**src/rtl/change_dispenser_pkg.sv**
```systemverilog
// Shared types, coin constants and helpers for the change dispenser.
package change_pkg;

    // Dispenser controller states.
    typedef enum logic [2:0] {
        IDLE,
        CHECK,
        EJECT,
        WAIT_ACK,
        FAULT
    } state_t;

    // Value of each coin the ejector can drop.
    localparam logic [3:0] COIN5  = 4'd5;
    localparam logic [3:0] COIN10 = 4'd10;

    // Only these amounts can be paid with 5 and 10 coins in a 4-bit request.
    function automatic logic is_legal_amt(input logic [3:0] amt);
        return (amt == 4'd0) || (amt == COIN5) || (amt == COIN10) || (amt == 4'd15);
    endfunction

endpackage

```
**src/rtl/change_dispenser_if.sv**
```systemverilog
// Request, ejector, refill and status signals of the change dispenser.
// slave = the dispenser itself, master = the controller/ejector side.
interface change_dispenser_if #(
    parameter int CNT_W = 6
);
    logic             req_valid;
    logic [3:0]       req_amount;
    logic             req_ready;
    logic             eject5;
    logic             eject10;
    logic             eject_ack;
    logic             refill_valid;
    logic             refill_sel;
    logic [CNT_W-1:0] refill_cnt;
    logic             done;
    logic             short;
    logic             bad_amt;
    logic             fault;
    logic [3:0]       residual;
    logic [CNT_W-1:0] stock5;
    logic [CNT_W-1:0] stock10;

    modport slave (
        input  req_valid, req_amount, eject_ack, refill_valid, refill_sel, refill_cnt,
        output req_ready, eject5, eject10, done, short, bad_amt, fault, residual,
               stock5, stock10
    );

    modport master (
        output req_valid, req_amount, eject_ack, refill_valid, refill_sel, refill_cnt,
        input  req_ready, eject5, eject10, done, short, bad_amt, fault, residual,
               stock5, stock10
    );
endinterface

```
**src/rtl/change_dispenser_ack_watchdog.sv**
```systemverilog
// Ack watchdog: preloaded down-counter that flags expiry once TIMEOUT
// enabled cycles have elapsed since the last load.
module ack_watchdog #(
    parameter int TIMEOUT = 15
) (
    input  logic clk,
    input  logic reset,
    input  logic i_load,
    input  logic i_en,
    output logic o_expired
);
    localparam int W = (TIMEOUT > 2) ? $clog2(TIMEOUT) : 1;
    localparam logic [W-1:0] LOAD_VAL = W'(TIMEOUT - 1);

    logic [W-1:0] r_cnt;

    // Preload on entry to the wait, then count down once per waiting cycle.
    always_ff @(posedge clk) begin
        if (reset) begin
            r_cnt <= '0;
        end else if (i_load) begin
            r_cnt <= LOAD_VAL;
        end else if (i_en && (r_cnt != '0)) begin
            r_cnt <= r_cnt - 1'b1;
        end
    end

    // Expiry is reported during the last permitted waiting cycle.
    assign o_expired = i_en && (r_cnt == '0);
endmodule

```
**src/rtl/change_dispenser.sv**
```systemverilog
// Change dispenser: pays a change request with 5- and 10-coins through a
// two-chute ejector, one coin per ack, while tracking the coin inventory.
// Optional build macro PARTIAL_DISPENSE_EN: infeasible requests pay the
// greedy maximum and report the unpaid remainder instead of paying nothing.
module change_dispenser
    import change_pkg::*;
#(
    parameter int CNT_W        = 6,
    parameter int STOCK5_INIT  = 8,
    parameter int STOCK10_INIT = 8,
    parameter int ACK_TIMEOUT  = 15
) (
    input  logic              clk,
    input  logic              reset,
    change_dispenser_if.slave bus
);
    localparam logic [CNT_W-1:0] STOCK_MAX = '1;

    state_t           r_state;
    state_t           w_next_state;
    logic [3:0]       r_remaining;
    logic [3:0]       r_unpaid;
    logic [3:0]       r_residual;
    logic             r_coin10;
    logic             r_done;
    logic             r_short;
    logic             r_bad_amt;
    logic             r_fault;
    logic [CNT_W-1:0] w_stock [2];

    logic             w_legal;
    logic             w_use10;
    logic             w_feasible;
    logic [3:0]       w_rest;
    logic [3:0]       w_need5;
    logic [3:0]       w_rem_after;
    logic             w_ack_take;
    logic             w_req_ready;
    logic             w_eject5;
    logic             w_eject10;
    logic             w_wd_load;
    logic             w_wd_en;
    logic             w_wd_expired;

    // Greedy plan: one 10 when the amount allows and stock has one, rest in 5s.
    assign w_legal     = is_legal_amt(r_remaining);
    assign w_use10     = (r_remaining >= COIN10) && (w_stock[1] != '0);
    assign w_rest      = r_remaining - (w_use10 ? COIN10 : 4'd0);
    assign w_need5     = w_rest / COIN5;
    assign w_feasible  = CNT_W'(w_need5) <= w_stock[0];
    assign w_rem_after = r_remaining - (r_coin10 ? COIN10 : COIN5);
    assign w_ack_take  = (r_state == WAIT_ACK) && bus.eject_ack;

`ifdef PARTIAL_DISPENSE_EN
    logic [3:0] w_pay5;
    logic [3:0] w_payable;
    // When short of 5s, pay every 5-coin still in stock.
    assign w_pay5    = w_feasible ? w_need5 : 4'(w_stock[0]);
    assign w_payable = (w_use10 ? COIN10 : 4'd0) + w_pay5 * COIN5;
`endif

    // One saturating-refill / decrement-on-ack counter per coin type (0 = 5, 1 = 10).
    generate
        for (genvar gi = 0; gi < 2; gi++) begin : g_stock
            localparam int INIT = (gi == 0) ? STOCK5_INIT : STOCK10_INIT;
            logic [CNT_W-1:0] r_cnt;
            logic [CNT_W:0]   w_sum;

            assign w_sum = {1'b0, r_cnt} + {1'b0, bus.refill_cnt};

            // Refill only while idle; a confirmed drop consumes one coin of its chute.
            always_ff @(posedge clk) begin
                if (reset) begin
                    r_cnt <= CNT_W'(INIT);
                end else if ((r_state == IDLE) && bus.refill_valid && (bus.refill_sel == 1'(gi))) begin
                    r_cnt <= w_sum[CNT_W] ? STOCK_MAX : w_sum[CNT_W-1:0];
                end else if (w_ack_take && (r_coin10 == 1'(gi))) begin
                    r_cnt <= r_cnt - 1'b1;
                end
            end

            assign w_stock[gi] = r_cnt;
        end
    endgenerate

    ack_watchdog #(
        .TIMEOUT (ACK_TIMEOUT)
    ) u_ack_watchdog (
        .clk       (clk),
        .reset     (reset),
        .i_load    (w_wd_load),
        .i_en      (w_wd_en),
        .o_expired (w_wd_expired)
    );

    // State register.
    always_ff @(posedge clk) begin
        if (reset) begin
            r_state <= IDLE;
        end else begin
            r_state <= w_next_state;
        end
    end

    // Next-state decode plus the Moore outputs (ready, eject strobes, watchdog control).
    always_comb begin
        w_next_state = r_state;
        w_req_ready  = 1'b0;
        w_eject5     = 1'b0;
        w_eject10    = 1'b0;
        w_wd_load    = 1'b0;
        w_wd_en      = 1'b0;
        case (r_state)
            IDLE: begin
                w_req_ready = 1'b1;
                if (bus.req_valid) begin
                    w_next_state = CHECK;
                end
            end
            CHECK: begin
                w_next_state = IDLE;
                if (w_legal && (r_remaining != '0)) begin
`ifdef PARTIAL_DISPENSE_EN
                    if (w_payable != '0) begin
                        w_next_state = EJECT;
                    end
`else
                    if (w_feasible) begin
                        w_next_state = EJECT;
                    end
`endif
                end
            end
            EJECT: begin
                w_eject10    = w_use10;
                w_eject5     = !w_use10;
                w_wd_load    = 1'b1;
                w_next_state = WAIT_ACK;
            end
            WAIT_ACK: begin
                w_wd_en = 1'b1;
                if (bus.eject_ack) begin
                    w_next_state = (w_rem_after == '0) ? IDLE : EJECT;
                end else if (w_wd_expired) begin
                    w_next_state = FAULT;
                end
            end
            FAULT: begin
                w_next_state = FAULT;
            end
            default: begin
                w_next_state = IDLE;
            end
        endcase
    end

    // Request bookkeeping, result pulses, residual capture and the sticky fault flag.
    always_ff @(posedge clk) begin
        if (reset) begin
            r_remaining <= '0;
            r_unpaid    <= '0;
            r_residual  <= '0;
            r_coin10    <= 1'b0;
            r_done      <= 1'b0;
            r_short     <= 1'b0;
            r_bad_amt   <= 1'b0;
            r_fault     <= 1'b0;
        end else begin
            r_done    <= 1'b0;
            r_short   <= 1'b0;
            r_bad_amt <= 1'b0;
            case (r_state)
                IDLE: begin
                    if (bus.req_valid) begin
                        r_remaining <= bus.req_amount;
                        r_unpaid    <= '0;
                    end
                end
                CHECK: begin
                    if (!w_legal) begin
                        r_bad_amt   <= 1'b1;
                        r_remaining <= '0;
                    end else if (r_remaining == '0) begin
                        r_done <= 1'b1;
                    end else if (!w_feasible) begin
`ifdef PARTIAL_DISPENSE_EN
                        r_remaining <= w_payable;
                        r_unpaid    <= r_remaining - w_payable;
                        if (w_payable == '0) begin
                            r_short    <= 1'b1;
                            r_residual <= r_remaining;
                        end
`else
                        r_short     <= 1'b1;
                        r_residual  <= r_remaining;
                        r_remaining <= '0;
`endif
                    end
                end
                EJECT: begin
                    r_coin10 <= w_use10;
                end
                WAIT_ACK: begin
                    if (bus.eject_ack) begin
                        r_remaining <= w_rem_after;
                        if (w_rem_after == '0) begin
                            if (r_unpaid != '0) begin
                                r_short    <= 1'b1;
                                r_residual <= r_unpaid;
                            end else begin
                                r_done <= 1'b1;
                            end
                        end
                    end else if (w_wd_expired) begin
                        r_fault    <= 1'b1;
                        r_residual <= r_remaining;
                    end
                end
                default: begin
                end
            endcase
        end
    end

    assign bus.req_ready = w_req_ready;
    assign bus.eject5    = w_eject5;
    assign bus.eject10   = w_eject10;
    assign bus.done      = r_done;
    assign bus.short     = r_short;
    assign bus.bad_amt   = r_bad_amt;
    assign bus.fault     = r_fault;
    assign bus.residual  = r_residual;
    assign bus.stock5    = w_stock[0];
    assign bus.stock10   = w_stock[1];
endmodule

```
**src/flat_wrapper.sv**
```systemverilog
// flat-port wrapper written by rule: the top's interface ports become plain ports
module change_dispenser_flat import change_pkg::*;
#(
    parameter int CNT_W        = 6,
    parameter int STOCK5_INIT  = 8,
    parameter int STOCK10_INIT = 8,
    parameter int ACK_TIMEOUT  = 15
)
  (clk, reset, bus_req_valid, bus_req_amount, bus_eject_ack, bus_refill_valid, bus_refill_sel, bus_refill_cnt, bus_req_ready, bus_eject5, bus_eject10, bus_done, bus_short, bus_bad_amt, bus_fault, bus_residual, bus_stock5, bus_stock10);
  change_dispenser_if #(.CNT_W(CNT_W)) bus_i ();
  input  logic clk;
  input  logic reset;
  input wire logic [$bits(bus_i.req_valid)-1:0] bus_req_valid;
  input wire logic [$bits(bus_i.req_amount)-1:0] bus_req_amount;
  input wire logic [$bits(bus_i.eject_ack)-1:0] bus_eject_ack;
  input wire logic [$bits(bus_i.refill_valid)-1:0] bus_refill_valid;
  input wire logic [$bits(bus_i.refill_sel)-1:0] bus_refill_sel;
  input wire logic [$bits(bus_i.refill_cnt)-1:0] bus_refill_cnt;
  output wire logic [$bits(bus_i.req_ready)-1:0] bus_req_ready;
  output wire logic [$bits(bus_i.eject5)-1:0] bus_eject5;
  output wire logic [$bits(bus_i.eject10)-1:0] bus_eject10;
  output wire logic [$bits(bus_i.done)-1:0] bus_done;
  output wire logic [$bits(bus_i.short)-1:0] bus_short;
  output wire logic [$bits(bus_i.bad_amt)-1:0] bus_bad_amt;
  output wire logic [$bits(bus_i.fault)-1:0] bus_fault;
  output wire logic [$bits(bus_i.residual)-1:0] bus_residual;
  output wire logic [$bits(bus_i.stock5)-1:0] bus_stock5;
  output wire logic [$bits(bus_i.stock10)-1:0] bus_stock10;
  assign bus_i.req_valid = bus_req_valid;
  assign bus_i.req_amount = bus_req_amount;
  assign bus_i.eject_ack = bus_eject_ack;
  assign bus_i.refill_valid = bus_refill_valid;
  assign bus_i.refill_sel = bus_refill_sel;
  assign bus_i.refill_cnt = bus_refill_cnt;
  assign bus_req_ready = bus_i.req_ready;
  assign bus_eject5 = bus_i.eject5;
  assign bus_eject10 = bus_i.eject10;
  assign bus_done = bus_i.done;
  assign bus_short = bus_i.short;
  assign bus_bad_amt = bus_i.bad_amt;
  assign bus_fault = bus_i.fault;
  assign bus_residual = bus_i.residual;
  assign bus_stock5 = bus_i.stock5;
  assign bus_stock10 = bus_i.stock10;
  change_dispenser #(.CNT_W(CNT_W), .STOCK5_INIT(STOCK5_INIT), .STOCK10_INIT(STOCK10_INIT), .ACK_TIMEOUT(ACK_TIMEOUT)) u_core (.clk(clk), .reset(reset), .bus(bus_i));
endmodule
```
**config.mk**
```make
export PLATFORM = sky130hd
export DESIGN_NAME = change_dispenser_flat
export DESIGN_NICKNAME = d
export VERILOG_FILES = /design/src/rtl/change_dispenser_pkg.sv /design/src/rtl/change_dispenser_if.sv /design/src/rtl/change_dispenser_ack_watchdog.sv /design/src/rtl/change_dispenser.sv /design/src/flat_wrapper.sv
export SDC_FILE = /design/constraint.sdc
export NUM_CORES = 1
export LEC_CHECK = 0
export CORE_MARGIN = 1.5
export CORE_UTILIZATION = 45
export DETAILED_ROUTE_END_ITERATION = 6
export GPL_ROUTABILITY_DRIVEN = 0
export HOLD_SLACK_MARGIN = 0.08
export PLACE_DENSITY_LB_ADDON = 0.15
export SLEW_MARGIN = 5
export SYNTH_ARGS = -nofsm -noshare
export SYNTH_HDL_FRONTEND = slang
export SYNTH_SLANG_ARGS = --single-unit
export TNS_END_PERCENT = 20
```
**constraint.sdc**
```tcl
create_clock -name clk -period 10.8 [get_ports clk]
set_clock_uncertainty 0.15 [all_clocks]
set_input_delay 2.16 -clock clk [delete_from_list [all_inputs] [get_ports clk]]
set_output_delay 2.16 -clock clk [all_outputs]
set_load 0.02 [all_outputs]
```
======== Word level (Yosys, flattened, before mapping) ========
Index checks and enable logic that the tools add are counted.
word-level totals
  register bits ........................... 32
  input bits .............................. 16
  logic and storage cells ................. 118
operators by class
  add/subtract/negate cells ............... 7
  div/mod/pow operators ................... 1
  magnitude comparators ................... 2
  eq/ne operators ......................... 17
  mux-type cells .......................... 41
  bitwise gates (word level) .............. 5
  reductions and logical operators ........ 33
operators with widths
  cell                                                                 number
  4-bit two-way mux                                                    14
  6-bit two-way mux                                                    6
  3-bit case mux with 5 select lines                                   1
  6-bit by 6-bit adder with 7-bit output                               2
  4-bit logical NOT                                                    3
  3-bit two-way mux                                                    4
  3-bit != test (second input constant)                                4
  4-bit case mux with 3 select lines                                   1
  6-bit by 1-bit subtractor with 6-bit output (second input constant)  2
  1-bit two-way mux                                                    11
  1-bit logical AND                                                    10
  2-bit != test (second input constant)                                5
  4-bit == test (second input constant)                                2
  4-bit case mux with 2 select lines                                   1
  2-bit nonzero test                                                   4
  4-bit nonzero test                                                   2
  4-bit subtractor                                                     2
  7-bit AND reduction                                                  1
  3-bit by 2-bit == test with 1-bit output (second input constant)     2
  4-bit by 6-bit less-or-equal comparator with 1-bit output            1
  6-bit nonzero test                                                   1
  1-bit NOT                                                            5
  5-bit AND reduction                                                  1
  4-bit by 3-bit divider with 4-bit output (second input constant)     1
  16 further kinds                                                     20

======== Logic depth before layout (Yosys ltp) ========
Gate-level depths: netlist of the first run.
  word-level depth ........................ 10
  depth in mapped cells ................... 17

======== Hierarchy ========
Synthesis of the first run repeated with hierarchy kept, for this count alone.
unflattened totals
  cells, all modules ...................... 304
  area, all modules ....................... 2,556.2 sq um
modules (own cells, without submodules)
  module            instances  cells each  area an instance (sq um)
  change_dispenser  1          280         2,347.3
  ack_watchdog      1          24          209.0

======== Worst setup path before layout of the first run ========
No wires, ideal clock.
  path type ............................... register to register
  start ................................... reg u_core.g_stock[1].r_cnt[2] (netlist: u_core.bus.stock10[2])
  end ..................................... reg u_core.r_remaining[0]
  library setup time ...................... 0.086 ns
  arrival ................................. 3.712 ns
  setup slack ............................. 6.853 ns
  stages on the path, launching flop included .. 15
  path through ............................ dfxtp_1 or3_4 o211a_1 ha_1 ha_1 nor2b_1 or3b_2 and3_1 o22a_1 ha_1 a21oi_1 o211ai_1 a311oi_2 nor2_1 a211oi_1
on the way
  cells in the longest elaborated chain, start to end .. 8
RTL lines
  element                                                    RTL line                 RTL
  start: declaration                                         change_dispenser.sv:66   logic [CNT_W-1:0] r_cnt;
  start signal: assignment                                   change_dispenser.sv:74   r_cnt <= CNT_W'(INIT);
  start signal: assignment                                   change_dispenser.sv:76   r_cnt <= w_sum[CNT_W] ? STOCK_MAX : w_sum[CNT_W-1:0];
  start signal: assignment                                   change_dispenser.sv:78   r_cnt <= r_cnt - 1'b1;
  6-bit nonzero test                                         change_dispenser.sv:47   assign w_use10 = (r_remaining >= COIN10) && (w_stock[1] != '0);
  1-bit logical AND                                          change_dispenser.sv:47
  net u_core.w_use10                                         change_dispenser.sv:32   logic w_use10;
  4-bit two-way mux                                          change_dispenser.sv:48   assign w_rest = r_remaining - (w_use10 ? COIN10 : 4'd0);
  4-bit subtractor                                           change_dispenser.sv:48
  4-bit by 3-bit divider with 4-bit output                   change_dispenser.sv:49   assign w_need5 = w_rest / COIN5;
  4-bit by 6-bit less-or-equal comparator with 1-bit output  change_dispenser.sv:50   assign w_feasible = CNT_W'(w_need5) <= w_stock[0];
  3-bit != test (no line)                                    --
  5-bit AND reduction (no line)                              --
  end signal: assignment                                     change_dispenser.sv:175  r_remaining <= bus.req_amount;
  end signal: assignment                                     change_dispenser.sv:205  r_remaining <= w_rem_after;
  end: declaration                                           change_dispenser.sv:21   logic [3:0] r_remaining;
The timed path passes the listed nets, and every way through them passes these cells.
A chain may end at the register's enable or synchronous reset.

======== Final worst setup path of the first run ========
  start ................................... reg u_core.g_stock[1].r_cnt[1] (netlist: u_core.bus.stock10[1])
  end ..................................... out bus_eject10
on the way
  cells in the longest elaborated chain, start to end .. 3
RTL lines
  element             RTL line                 RTL
  6-bit nonzero test  change_dispenser.sv:47
  1-bit logical AND   change_dispenser.sv:47
  net u_core.w_use10  change_dispenser.sv:32
  1-bit two-way mux   change_dispenser.sv:113  case (r_state)
  end: declaration    flat_wrapper.sv:21       output wire logic [$bits(bus_i.eject10)-1:0] bus_eject10;
The timed path passes the listed nets, and every way through them passes these cells.

==> impl_results.md, run 1 <==
* Vias at 2,236
* Clock transition at path regs at 0.06 ns
* CP endpoint kind: primary output
* Row Count at 26
* Initial antenna violation count at 0
* DIE AREA at 5790 um2
* Fin nets at 374
* Fmax at 221 MHz
* PD cells at 133 nW/um2
* Drt pass-1 iters at 4
* Worst Path Buf+Inv at 2
* CP max-delay cell: clkdlybuf4s50_1
* Critical Path AT at 2.22 ns
* Crit path max fanout at 6
* Core Area at 5140 um2
* Initial DRC Count at 147
* RSZ-0062 raised after global routing: false
* DR DRC count at 0
* Cell Area, Placed at 2850 um2
* Vias in the first global route at 2,133
* Antenna viol nets, final at 0
* Share of cells above drive strength 1 at 5.41%
* Post_cts resized at 0
* Sw Share at 37.1%
* Synthesized area at 2400 um2
* Max clock buf depth at 2
* Hold-fix buffers at CTS at 0
* P_int at 245 uW
* Leakage at 0.00114 uW
* Synth unique cells at 56
* Fin Setup TNS at 0 ns
* Htree depth at 2
* Vias per cell at 5.55
* GR Overflow Total at 0
* First-pass GRT wire length at 9970 um
* DR WL/cell at 14.3 um
* Post-DP HPWL at 4330 um
* Max_slew headroom at 59.5%
* Clock Sinks at 32
* Final WL at 5760 um
* Critical path class: register to primary output
* Postcts setup bufs at 0
* Post-synth EDFFs at 0
* Top area cells in the synthesized netlist: dfxtp_1 (27%), ha_1 (11%), a21oi_1 (5.4%)
* Switching power total at 145 uW
* Synth area leader: dfxtp_1
* Yosys warnings at 0
* Critical Path Start Type: register
* Slowest cell delay on critical path at 0.61 ns
* I/O Pins at 39
* Delay-heaviest family, CP: buffers and inverters
* Cells after synthesis at 295
* Main synth FF type: dfxtp_1
* Chip height at 76.1 um
* GRT Total Usage at 20.9%
* Yosys reg bits at 32
* CTS buffer count at 5
* Pin count of the biggest net entering global routing at 30
* Tmin final at 4.53 ns
* Starting Density at 46.8%
* Area fraction of the dominant cell type after synthesis at 26.6%
* Worst skew pair latency at 0.28 ns
* Status: complete, no violations
* Most common cell in the netlist: dfxtp_1
* Root Buffer: clkbuf_8
* Seq pwr share at 38.4%
* Fin. Hold Viols at 0
* Fin crit share at 42.0%
* Async set-or-reset flop fraction in the synthesized netlist at 0%
* Die width at 76.1 um
* Max Cap Viol at 0
* Finished layout cell area at 2920 um2
* CP cell instances: inv_1 > ha_1 > nand2b_1 > o211a_1 > and2_1 > clkdlybuf4s50_1
* Worst Hold Class: register to register
* Synth-to-layout area growth at 21.5%
* Comb pwr share at 39.4%
* Clk pwr share at 22.2%
* Post-synthesis sequential area ratio at 26.6%
* Fin. max-slew vios at 0
* Tightest Pin Transition at 0.602 ns
* Max VDD drop at 84.4 uV
* R2r setup slk at 6.46 ns
* Port Buffer Count at 38
* ANT cells at 0
* Most instantiated cells after synthesis: dfxtp_1 (32), nor2_1 (31), a21oi_1 (26)
* Syn_area_per_cell at 8.15 um2
* Syn Nets at 336
* CP required at 8.49 ns
* # setup viols final at 0
* TritonCTS clock tree: done
==> cell families after synthesis <==
| group | count (synthesis) | share of synthesized area [%] |
|---|---|---|
| muxes | 6 | 2.55 |
| DFF | 32 | 26.6 |
| AOI/OAI and AO/OA | 77 | 21.5 |
| xor gates and xnor gates | 17 | 6.19 |
| buffers and inverters | 29 | 4.73 |
| and+or+nand+nor | 108 | 24.0 |
| adders and majority gates | 26 | 14.4 |
==> power by group through the flow <==
stage | clock network [uW] | registers [uW] | logic [uW]
global route | 94.1 | 151 | 172
CTS | 88.5 | 149 | 154
floorplan | 0 | 149 | 111
detailed placement | 0 | 152 | 152
global placement | 0 | 152 | 151
finish | 86.5 | 149 | 154
==> stage by stage <==
step	worst slack [ns]	hold WS (ns)	total power, uW	std cells	utilization (%)
floorplan	6.85	0.372	260	295	-
global placement	6.35	0.285	303	396	55.4
detailed placement	6.35	0.293	305	396	55.4
CTS	6.28	0.303	392	403	56.9
global route	6.17	0.331	417	403	56.9
finish	6.27	0.298	390	403	56.9
==> cell type report <==
cell class                      count  area, um2
Inverter                           21       78.8
Clock buffer                        6       72.6
Fill cell                         522       2220
Multi-Input combinational cell    234       1650
Sequential cell                    32        641
Tap cell                           70       87.6
Clock inverter                      1       5.00
Timing Repair Buffer               39        388
==> state kept, by name, indices dropped and copies added, names as in the netlist <==
signal and count:
u_core.bus.stock10 6, u_core.bus.fault 1, u_core.bus.residual 4, u_core.bus.short 1, u_core.u_ack_watchdog.r_cnt 4, u_core.r_state 3
u_core.bus.stock5 6, u_core.r_remaining 4, u_core.r_coin10 1, u_core.bus.bad_amt 1, u_core.bus.done 1
==> worst register-to-register path: stages (launching register included) <==
cell and delay [ns]:
dfxtp_1 0.38, or3_4 0.43, o211a_1 0.30, ha_1 0.23, ha_1 0.21, nor2b_1 0.15
or3b_2 0.47, and3_1 0.19, o22a_1 0.22, ha_1 0.27, a21oi_1 0.14, o211ai_1 0.24
a311oi_2 0.57, nor2_1 0.08, a211oi_1 0.21
==> layer usage <==
metal,track usage (%),vias to the layer above,wire (um)
met1,30.0,1047,3000
met3,3.71,7,221
met5,0,-,0
met2,32.1,38,2480
li1,-,1144,-
met4,5.93,0,65
==> layout by cell type, fill, tap and decap left out, types with 6 or more instances in the layout <==
| master | Yosys | layout |
|---|---|---|
| a211oi_1 | 7 | 7 |
| a21o_1 | 6 | 6 |
| a21oi_1 | 26 | 26 |
| clkdlybuf4s50_1 | 0 | 38 |
| dfxtp_1 | 32 | 32 |
| ha_1 | 22 | 22 |
| inv_1 | 21 | 21 |
| nand2_1 | 21 | 21 |
| nand2b_1 | 8 | 8 |
| nand3_1 | 8 | 8 |
| nor2_1 | 31 | 31 |
| nor2b_1 | 6 | 6 |
| nor3_1 | 8 | 8 |
| o21ai_0 | 11 | 11 |
| xnor2_1 | 8 | 8 |
| xor2_1 | 9 | 9 |
==> final timing paths <==
path                                                          from                            endpoint  cells after the start
worst min-delay path                 u_core.bus.fault$_SDFFE_PP0P_       u_core.bus.fault$_SDFFE_PP0P_                      2
worst max register to register  u_core.bus.stock10[2]$_SDFFE_PP0P_  u_core.r_remaining[2]$_SDFFE_PP0P_                     14
worst max-delay path            u_core.bus.stock10[1]$_SDFFE_PP0P_                         bus_eject10                      6
worst min register to register       u_core.bus.fault$_SDFFE_PP0P_       u_core.bus.fault$_SDFFE_PP0P_                      2
No activity file was read; power rests on OpenSTA's default activity.
==> run 2: changes to the inputs <==
Clock period 10.8 ns to 3.81 ns, I/O delays scaled along.
==> impl_results.md, run 2 (synthesis results as in run 1) <==
* CP endpoint kind: register
* Beginning of the worst hold path: u_core.bus.fault$_SDFFE_PP0P_
* Drt pass-1 iters at 5 (+1)
* Share of cells above drive strength 1 at 14.5% (+9.1 points)
* Antenna viol nets, final at 0 (unchanged)
* Vias at 2,335 (+4.4%)
* Sequential cell area at 651 um2 (+1.6%)
* Final WL at 6340 um (+10%)
* Die width at 76.1 um (unchanged)
* Starting Density at 46.8% (unchanged)
* GR Overflow Total at 0 (unchanged)
* Chip height at 76.1 um (unchanged)
* DIE AREA at 5790 um2 (unchanged)
* Max clock buf depth at 2 (unchanged)
* Status: finished, violations left
* DR WL/cell at 15.1 um (+5.3%)
* PD cells at 409 nW/um2 (+210%)
* Sw Share at 34.4% (-2.8 points)
* ANT cells at 0 (unchanged)
* Crit path max fanout at 4 (-2)
* Critical Path Start Type: register
* Post-DP HPWL at 4670 um (+7.7%)
* Pin count of the biggest net entering global routing at 20 (-33%)
* Fmax at 261 MHz
* Fin crit share at 101%
* Comb pwr share at 40.8% (+1.4 points)
* Worst Hold Class: register to register
* Fin. Hold Viols at 0 (unchanged)
* Leakage at 0.00126 uW (+10%)
* Fin. max-slew vios at 0 (unchanged)
* Commonest non-fill, non-tap cell in the layout: clkdlybuf4s50_1
* RSZ-0062 raised after global routing: true
* Vias per cell at 5.55 (about the same)
* Port Buffer Count at 38 (unchanged)
* CTS buffer count at 5 (unchanged)
* Hold-fix buffers at CTS at 0 (unchanged)
* First-pass GRT wire length at 10,500 um (+5.1%)
* Htree depth at 2 (unchanged)
* Failing checks: negative setup slack
* Critical Path AT at 3.87 ns (+1.65 ns)
* Max_slew headroom at 48.4% (-11 points)
* FF-to-FF Start: u_core.bus.stock10[2]$_SDFFE_PP0P_
* Row Count at 26 (unchanged)
* Core Area at 5140 um2 (unchanged)
* Area of the multi-input gates at 1700 um2 (+3.3%)
* TritonCTS clock tree: done
* Initial antenna violation count at 0 (unchanged)
* CP required at 3.84 ns (-4.65 ns)
* Placed Cells at 410 (+3.5%)
* DR DRC count at 0 (unchanged)
* Switching power total at 445 uW (+210%)
* Tmin final at 3.83 ns
* Seq pwr share at 31.1% (-7.3 points)
* Layout Cells excl Fill at 421 (+4.5%)
* Cell Area, Placed at 2970 um2 (+4.5%)
* R2r setup slk at -0.02 ns (-6.48 ns)
* Filler instances at 495 (-5.2%)
* Finished layout cell area at 3160 um2 (+8.2%)
* Worst skew pair latency at 0.29 ns (about the same)
* Max Cap Viol at 0 (unchanged)
* P_int at 849 uW (+250%)
* Clk pwr share at 28.1% (+5.9 points)
* Worst setup path startpoint: u_core.bus.stock10[2]$_SDFFE_PP0P_
* Critical path class: register to register
* Tightest Pin Transition at 0.763 ns (+0.161 ns)
* Synth-to-layout area growth at 31.5%
* Initial DRC Count at 180 (+22%)
* Fin nets at 391 (+4.5%)
* I/O Pins at 39 (unchanged)
* Final worst slack at -0.0242 ns (-6.29 ns)
* Clock transition at path regs at 0.07 ns (about the same)
* Highest-count cells in the layout ignoring fill and taps: clkdlybuf4s50_1 (38), nor2_1 (31), dfxtp_1 (28), a21oi_1 (25), nand2_1 (21)
* Clock Sinks at 32 (unchanged)
* Root Buffer: clkbuf_8
* Vias in the first global route at 2,165 (+1.5%)
* Max VDD drop at 182 uV (+120%)
* GRT Total Usage at 22.5% (+1.7 points)
* # setup viols final at 4 (+4)
==> run 2: cell types whose count changed in the layout (fill, tap and decap cells not counted), moves of 2 or more <==
cell      before  now
nor2b_1        6    4
dfxtp_4        0    2
dfxtp_1       32   28
buf_4          1   18
clkbuf_8       5    7
nor2b_4        0    2
ha_1          22   20
dfxtp_2        0    2
==> run 2: power groups by stage <==
| stage | combinational [uW] | clock, uW | sequential, uW |
|---|---|---|---|
| floorplan | 318 | 0 | 424 |
| global placement | 481 | 0 | 410 |
| detailed placement | 488 | 0 | 410 |
| CTS | 494 | 365 | 402 |
| global route | 585 | 386 | 408 |
| finish | 528 | 363 | 403 |
==> run 2: timing repair <==
item	in CTS	in global routing
pin swaps	2	10
buffers inserted	1	2
endpoints found under the setup margin	7	10
resized for setup	0	8
==> run 2: final cells by class <==
type                       instances  share of cell area, %
clock inverter                     1                  0.949
tap                               70                   2.77
sequential                        32                   20.6
clock buffer                       7                   3.05
timing repair buffer              56                   16.3
multi-input combinational        234                   53.9
inverter                          21                   2.49
==> run 2: final timing paths <==
check                                                            to  cells after the start
worst max-delay path            u_core.bus.residual[1]$_SDFFE_PP0P_                     15
worst min-delay path                  u_core.bus.fault$_SDFFE_PP0P_                      2
worst max register to register  u_core.bus.residual[1]$_SDFFE_PP0P_                     15
worst min register to register        u_core.bus.fault$_SDFFE_PP0P_                      2
==> run 2: routing by layer <==
layer / up-vias / track usage, % / wire length [um] / part of all wire, %
met2: 56 / 38.5 / 3100 / 49
met4: 0 / 8.33 / 123 / 1.9
li1: 1180 / - / - / -
met1: 1087 / 28.8 / 2890 / 46
met3: 12 / 3.35 / 228 / 3.6
met5: - / 0 / 0 / 0
==> run 2: per-stage QoR <==
stage	util (%)	worst slack, ns	total power (uW)	hold slack (ns)	setup TNS [ns]
floorplan	-	0.00446	743	0.372	0
global placement	57.8	0.0605	891	0.283	0
detailed placement	57.8	-0.0415	898	0.293	-0.178
CTS	60.4	0.00701	1260	0.304	0
global route	61.5	-0.200	1380	0.337	-1.20
finish	61.5	-0.0242	1290	0.299	-0.0915
==> run 2: worst max-delay path, stage by stage, from the launching register on <==
cell and delay (ns):
dfxtp_4 0.34, or3_4 0.38, o211a_1 0.26, ha_2 0.19
ha_4 0.17, nor2b_4 0.13, a31oi_2 0.17, nand3_1 0.12
maj3_2 0.32, o22a_1 0.16, ha_1 0.30, a21oi_2 0.13
o211ai_1 0.19, o31ai_4 0.43, mux2i_1 0.23, nor2_1 0.05
==> run 3: changes to the inputs <==
Settings changed: CTS_CLUSTER_SIZE set to 25.
==> results of run 3 <==
Final layout, timing and power as in run 2 (identical DEF).
